==> src/rtl/result_serializer.sv <==
// ----------------------------------------------------------------------------
// Module   : result_serializer
// Purpose  : Captures the parallel compressor result and shifts it out MSB
//            first on one pin using a valid/ready handshake.
// Revision : 1.0 - initial release
// ----------------------------------------------------------------------------
`default_nettype none

module result_serializer #(
  parameter int WIDTH = 13,
  parameter int CNT_W = 4
) (
  input  logic             clk,
  input  logic             rst,
  input  logic [WIDTH-1:0] dst,
  input  logic             start,
  input  logic             ready,
  output logic             dst_,
  output logic             valid,
  output logic             busy,
  output logic             done,
  output logic [CNT_W-1:0] bit_idx
);

  typedef enum logic [1:0] {
    IDLE  = 2'd0,
    SHIFT = 2'd1,
    DONE  = 2'd2
  } state_t;

  localparam logic [CNT_W-1:0] C_LAST_IDX = CNT_W'(WIDTH - 1);
  localparam logic [CNT_W-1:0] C_CNT_ONE  = CNT_W'(1);

  state_t             state_q, state_d;
  logic [WIDTH-1:0]   sreg_q,  sreg_d;
  logic [CNT_W-1:0]   cnt_q,   cnt_d;

  always_ff @(posedge clk) begin
    if (rst) begin
      state_q <= IDLE;
      sreg_q  <= '0;
      cnt_q   <= '0;
    end else begin
      state_q <= state_d;
      sreg_q  <= sreg_d;
      cnt_q   <= cnt_d;
    end
  end

  always_comb begin
    state_d = state_q;
    sreg_d  = sreg_q;
    cnt_d   = cnt_q;
    case (state_q)
      IDLE: begin
        if (start) begin
          sreg_d  = dst;
          cnt_d   = '0;
          state_d = SHIFT;
        end
      end
      SHIFT: begin
        // start and dst are deliberately not looked at once a frame is live
        if (ready) begin
          if (cnt_q == C_LAST_IDX) begin
            sreg_d  = '0;
            cnt_d   = '0;
            state_d = DONE;
          end else begin
            sreg_d = sreg_q << 1;
            cnt_d  = cnt_q + C_CNT_ONE;
          end
        end
      end
      DONE: begin
        if (start) begin
          sreg_d  = dst;
          cnt_d   = '0;
          state_d = SHIFT;
        end else begin
          state_d = IDLE;
        end
      end
      default: begin
        state_d = IDLE;
        sreg_d  = '0;
        cnt_d   = '0;
      end
    endcase
  end

  assign dst_    = sreg_q[WIDTH-1];
  assign busy    = (state_q == SHIFT);
  assign valid   = busy;
  assign done    = (state_q == DONE);
  assign bit_idx = cnt_q;

endmodule

`default_nettype wire

==> config.mk <==
export PLATFORM = sky130hd
export DESIGN_NAME = result_serializer
export DESIGN_NICKNAME = d
export VERILOG_FILES = /design/src/rtl/result_serializer.sv
export SDC_FILE = /design/constraint.sdc
export NUM_CORES = 1
export LEC_CHECK = 0
export ABC_AREA = 1
export CAP_MARGIN = 20
export CORE_MARGIN = 4
export CORE_UTILIZATION = 48
export DETAILED_ROUTE_END_ITERATION = 10
export PLACE_DENSITY = 0.8
export SLEW_MARGIN = 20
export SYNTH_ARGS = -nofsm -noshare
export SYNTH_HDL_FRONTEND = slang
export SYNTH_SLANG_ARGS = --single-unit
==> constraint.sdc <==
create_clock -name clk -period 1.71 [get_ports clk]
set_input_delay 0.342 -clock clk [delete_from_list [all_inputs] [get_ports clk]]
set_output_delay 0.342 -clock clk [all_outputs]
set_load 0.01 [all_outputs]
==> summary.txt, run 1 <==
Detailed routing
  • WL met2: 1120 um
  • Met1 WL: approximately 1100 um
  • DRC viols: 0
  • Top layer in use: met4
  • Via count: 1,010
  • Via-to-Cell Ratio: around 5.0
  • Routed Antenna Nets: 0
  • Drt total wl: 2380 um
  • Drt pass-1 iters: 4
  • Met3 wire length: 131 um
  • WL per Instance: 11.7 um
  • Number of DRC markers in iteration 0: 32

Clock tree
  • Clock-pin slew on the worst setup and hold paths: around 0.10 ns
  • CTS max path bufs: 2
  • Post-CTS Hold Fix Bufs: 0
  • CTS tree: built
  • Clock Tree Root: clkbuf_4
  • H-tree levels: 1
  • TritonCTS buffer count: 3
  • CTS Sinks: 19
  • Clk_lat worst skew: 0.30 ns

Hold path
  • Start point of the worst hold path: sreg_q[10]$_SDFFE_PP0P_
  • Hold Path Class: flip-flop to flip-flop
  • Worst hold path cell count: 2
  • End point of the worst hold path: sreg_q[10]$_SDFFE_PP0P_

Worst setup path
  • CP Launch Type: flip-flop
  • WP data required: 1.37 ns
  • Reg2reg setup slack: 0.30 ns
  • Max stage delay on crit path: 0.57 ns
  • CP arrival: around 1.3 ns
  • FF-to-FF Start: bit_idx[0]$_SDFFE_PP0P_
  • Crit. End Element: output pin
  • CP max stage cell: clkdlybuf4s50_1
  • Worst reg2reg path depth: 8
  • Crit-path cells: clkdlybuf4s50_1
  • Cell family with most CP delay: buffers and inverters
  • WS Path Type: flip-flop to output pin
  • CP Max Fanout: 5
  • FF-to-FF End: sreg_q[7]$_SDFFE_PP0P_
  • CP bufs+invs: 1

STA
  • Pins Over Slew Limit: 0
  • Final worst-path setup slack: 0.0712 ns
  • Max Clk Rate: 610 MHz
  • Setup_tns: 0 ns
  • RSZ-0062 raised after global routing: false
  • Fin crit period: 1.64 ns
  • Final Cycle Share: 95.8%
  • Setup Skew: 0.000742 ns
  • Slew margin rel.: 85.0%
  • Worst slew pin tran: 0.223 ns
  • Final hold vios: 0
  • Final setup violation count: 0

Floorplanning
  • Core Rows: 16
  • Die W: 53.9 um
  • Die area: 2900 um^2
  • Ports: 25
  • Area of the core: around 2000 um^2
  • Die Y: 53.9 um
  • Starting density of the core: 51.0%

Finish
  • Final #Nets: between 150 and 200
  • Layout cells sized above 1: 9.66%
  • Diodes inserted: 0
  • Layout Cells excl Fill: 203
  • Commonest non-fill, non-tap cell in the layout: nand2_1
  • Syn-to-layout area delta: 29.1%
  • Commonest cells after routing, fill and taps aside: 62 x nand2_1, 21 x clkdlybuf4s50_1, 17 x nand3_1, 17 x dfxtp_1, 13 x a21oi_1

Run
  • Max cap viols: 0

Synth
  • Main combinational cell family by area after synthesis: simple AND/OR/NAND/NOR gates
  • Syn_area_per_cell: just under 7 um^2
  • Synth Area in Compound Gates: 7.55%
  • XOR/XNOR share of the synthesized area: 0%
  • Mapped Area: around 1000 um^2
  • Synth Instances: 150
  • Post-Syn Nets: 169
  • Post-synthesis sequential area ratio: a little under two fifths
  • Synth Register Bits: 19
  • Post-Synth Simple-Gate Area: about two fifths
  • Synth Area in Adders: 2.48%
  • Yosys cell types: 19
  • Synth warn: 0
  • Mux cell area share after synthesis: 0%

Global routing
  • Initial antenna violation count: 0
  • Vias in the first global route: 928
  • Largest net degree at the start of global routing: 15
  • Wire length of the first global-routing pass: 3880 um
  • Total GRT Usage: 18.3%
  • Total grt overflow: 0

Place
  • Post-Place Worst Slack: between 0.04 and 0.05 ns
  • RD Place Congestion: 0.898
  • DP HPWL: 1710 um
  • Placed cells: 199
  • PortBufs: 24

Power and ir drop
  • Max IR drop VDD: 552 uV
  • Final total power: approximately 0.00097 W
  • Lkg Pwr: 0.604 nW
  • PwrDens: 740 nW/um^2

Outcome
  • Status: completed
kinds of logic (layout without fill, tap and decap cells):
group,after synthesis,in the layout
DFF,19,19
AOI/OAI and AO/OA,15,15
and+or+nand+nor,93,93
adders and majority gates,2,2
buffers and inverters,21,47
cell type report:
cell class              instances  area (um^2)
well taps                      27         33.8
clock buffers                   4         26.3
repair buffers                 31          293
multi-input cells             110          522
flip-flops and latches         19          385
inverters                      12         45.0
fillers                       175          677
cells in the mapped netlist:
cell	instances	share of area, %
dfxtp_1	19	38
a31oi_1	1	0.62
clkbuf_1	4	1.5
buf_6	3	3.3
nor4_1	1	0.62
nor2_8	1	2.0
buf_4	2	1.5
nand2_8	1	2.0
a21oi_1	13	6.4
inv_1	10	3.7
ha_1	2	2.5
inv_2	2	0.74
nand2_1	62	23
nor2_1	7	2.6
nand3_1	17	8.4
o21ai_0	1	0.49
nand2_4	1	1.1
nand4_1	2	1.2
or2_1	1	0.62
how the worst max path moves through the flow:
| stage | from | endpoint | slack, ns | cells past startpoint |
|---|---|---|---|---|
| final | bit_idx[0]$_SDFFE_PP0P_ | bit_idx[0] | 0.07 | 1 |
| after global routing | bit_idx[0]$_SDFFE_PP0P_ | bit_idx[0] | 0.007 | 1 |
| after floorplan | bit_idx[0]$_SDFFE_PP0P_ | sreg_q[10]$_SDFFE_PP0P_ | 0.27 | 8 |
| after CTS | state_q[1]$_SDFFE_PP0P_ | done | 0.01 | 3 |
| after detailed placement | start | bit_idx[3]$_SDFFE_PP0P_ | 0.04 | 7 |
| after global placement | start | bit_idx[0]$_SDFFE_PP0P_ | 0.08 | 7 |
through the flow:
step	hold slack [ns]	area [um^2]	util (%)
after floorplan	0.439	1010	-
after global placement	0.450	1270	64.3
after detailed placement	0.457	1270	64.3
after CTS	0.473	1300	65.7
after global routing	0.489	1310	65.8
final	0.470	1310	65.8
power breakdown:
part | total, W | internal [W] | switching, W
logic | 0.000241 | 0.000113 | 0.000129
registers | 0.000494 | 0.000473 | 0.0000212
clock network | 0.000231 | 0.0000911 | 0.000140
total | 0.000966 | 0.000676 | 0.000290
per-layer routing:
| metal | vias up | global-route usage (%) |
|---|---|---|
| met4 | 0 | 5.53 |
| met1 | 462 | 20.9 |
| met5 | - | 0 |
| met3 | 2 | 5.82 |
| met2 | 24 | 32.3 |
| li1 | 522 | - |
flip-flops by register name, summed over array words and instances, names as in the netlist:
| signal | count |
|---|---|
| sreg_q | 13 |
| bit_idx | 4 |
| state_q | 2 |
repair_timing:
action / in CTS / in global routing
setup endpoints to repair: 3 / 1
setup buffers: 0 / 0
gates resized for setup: 5 / 1
Note: power is estimated with default switching activity, not from simulation.
==> inputs of run 2 (changes only) <==
--- a/config.mk
+++ b/config.mk
@@ -6,6 +6,7 @@
 export NUM_CORES = 1
 export LEC_CHECK = 0
 export ABC_AREA = 1
+export ABC_CLOCK_PERIOD_IN_PS = 1710
 export CAP_MARGIN = 20
 export CORE_MARGIN = 4
 export CORE_UTILIZATION = 48
==> results of run 2 <==
Same layout as run 1: the final DEF is identical, and so are final timing and power.
==> inputs of run 3 (changes only) <==
--- a/config.mk
+++ b/config.mk
@@ -16,3 +16,4 @@
 export SYNTH_ARGS = -nofsm -noshare
 export SYNTH_HDL_FRONTEND = slang
 export SYNTH_SLANG_ARGS = --single-unit
+export TNS_END_PERCENT = 20
==> results of run 3 <==
Same layout as run 1: the final DEF is identical, and so are final timing and power.
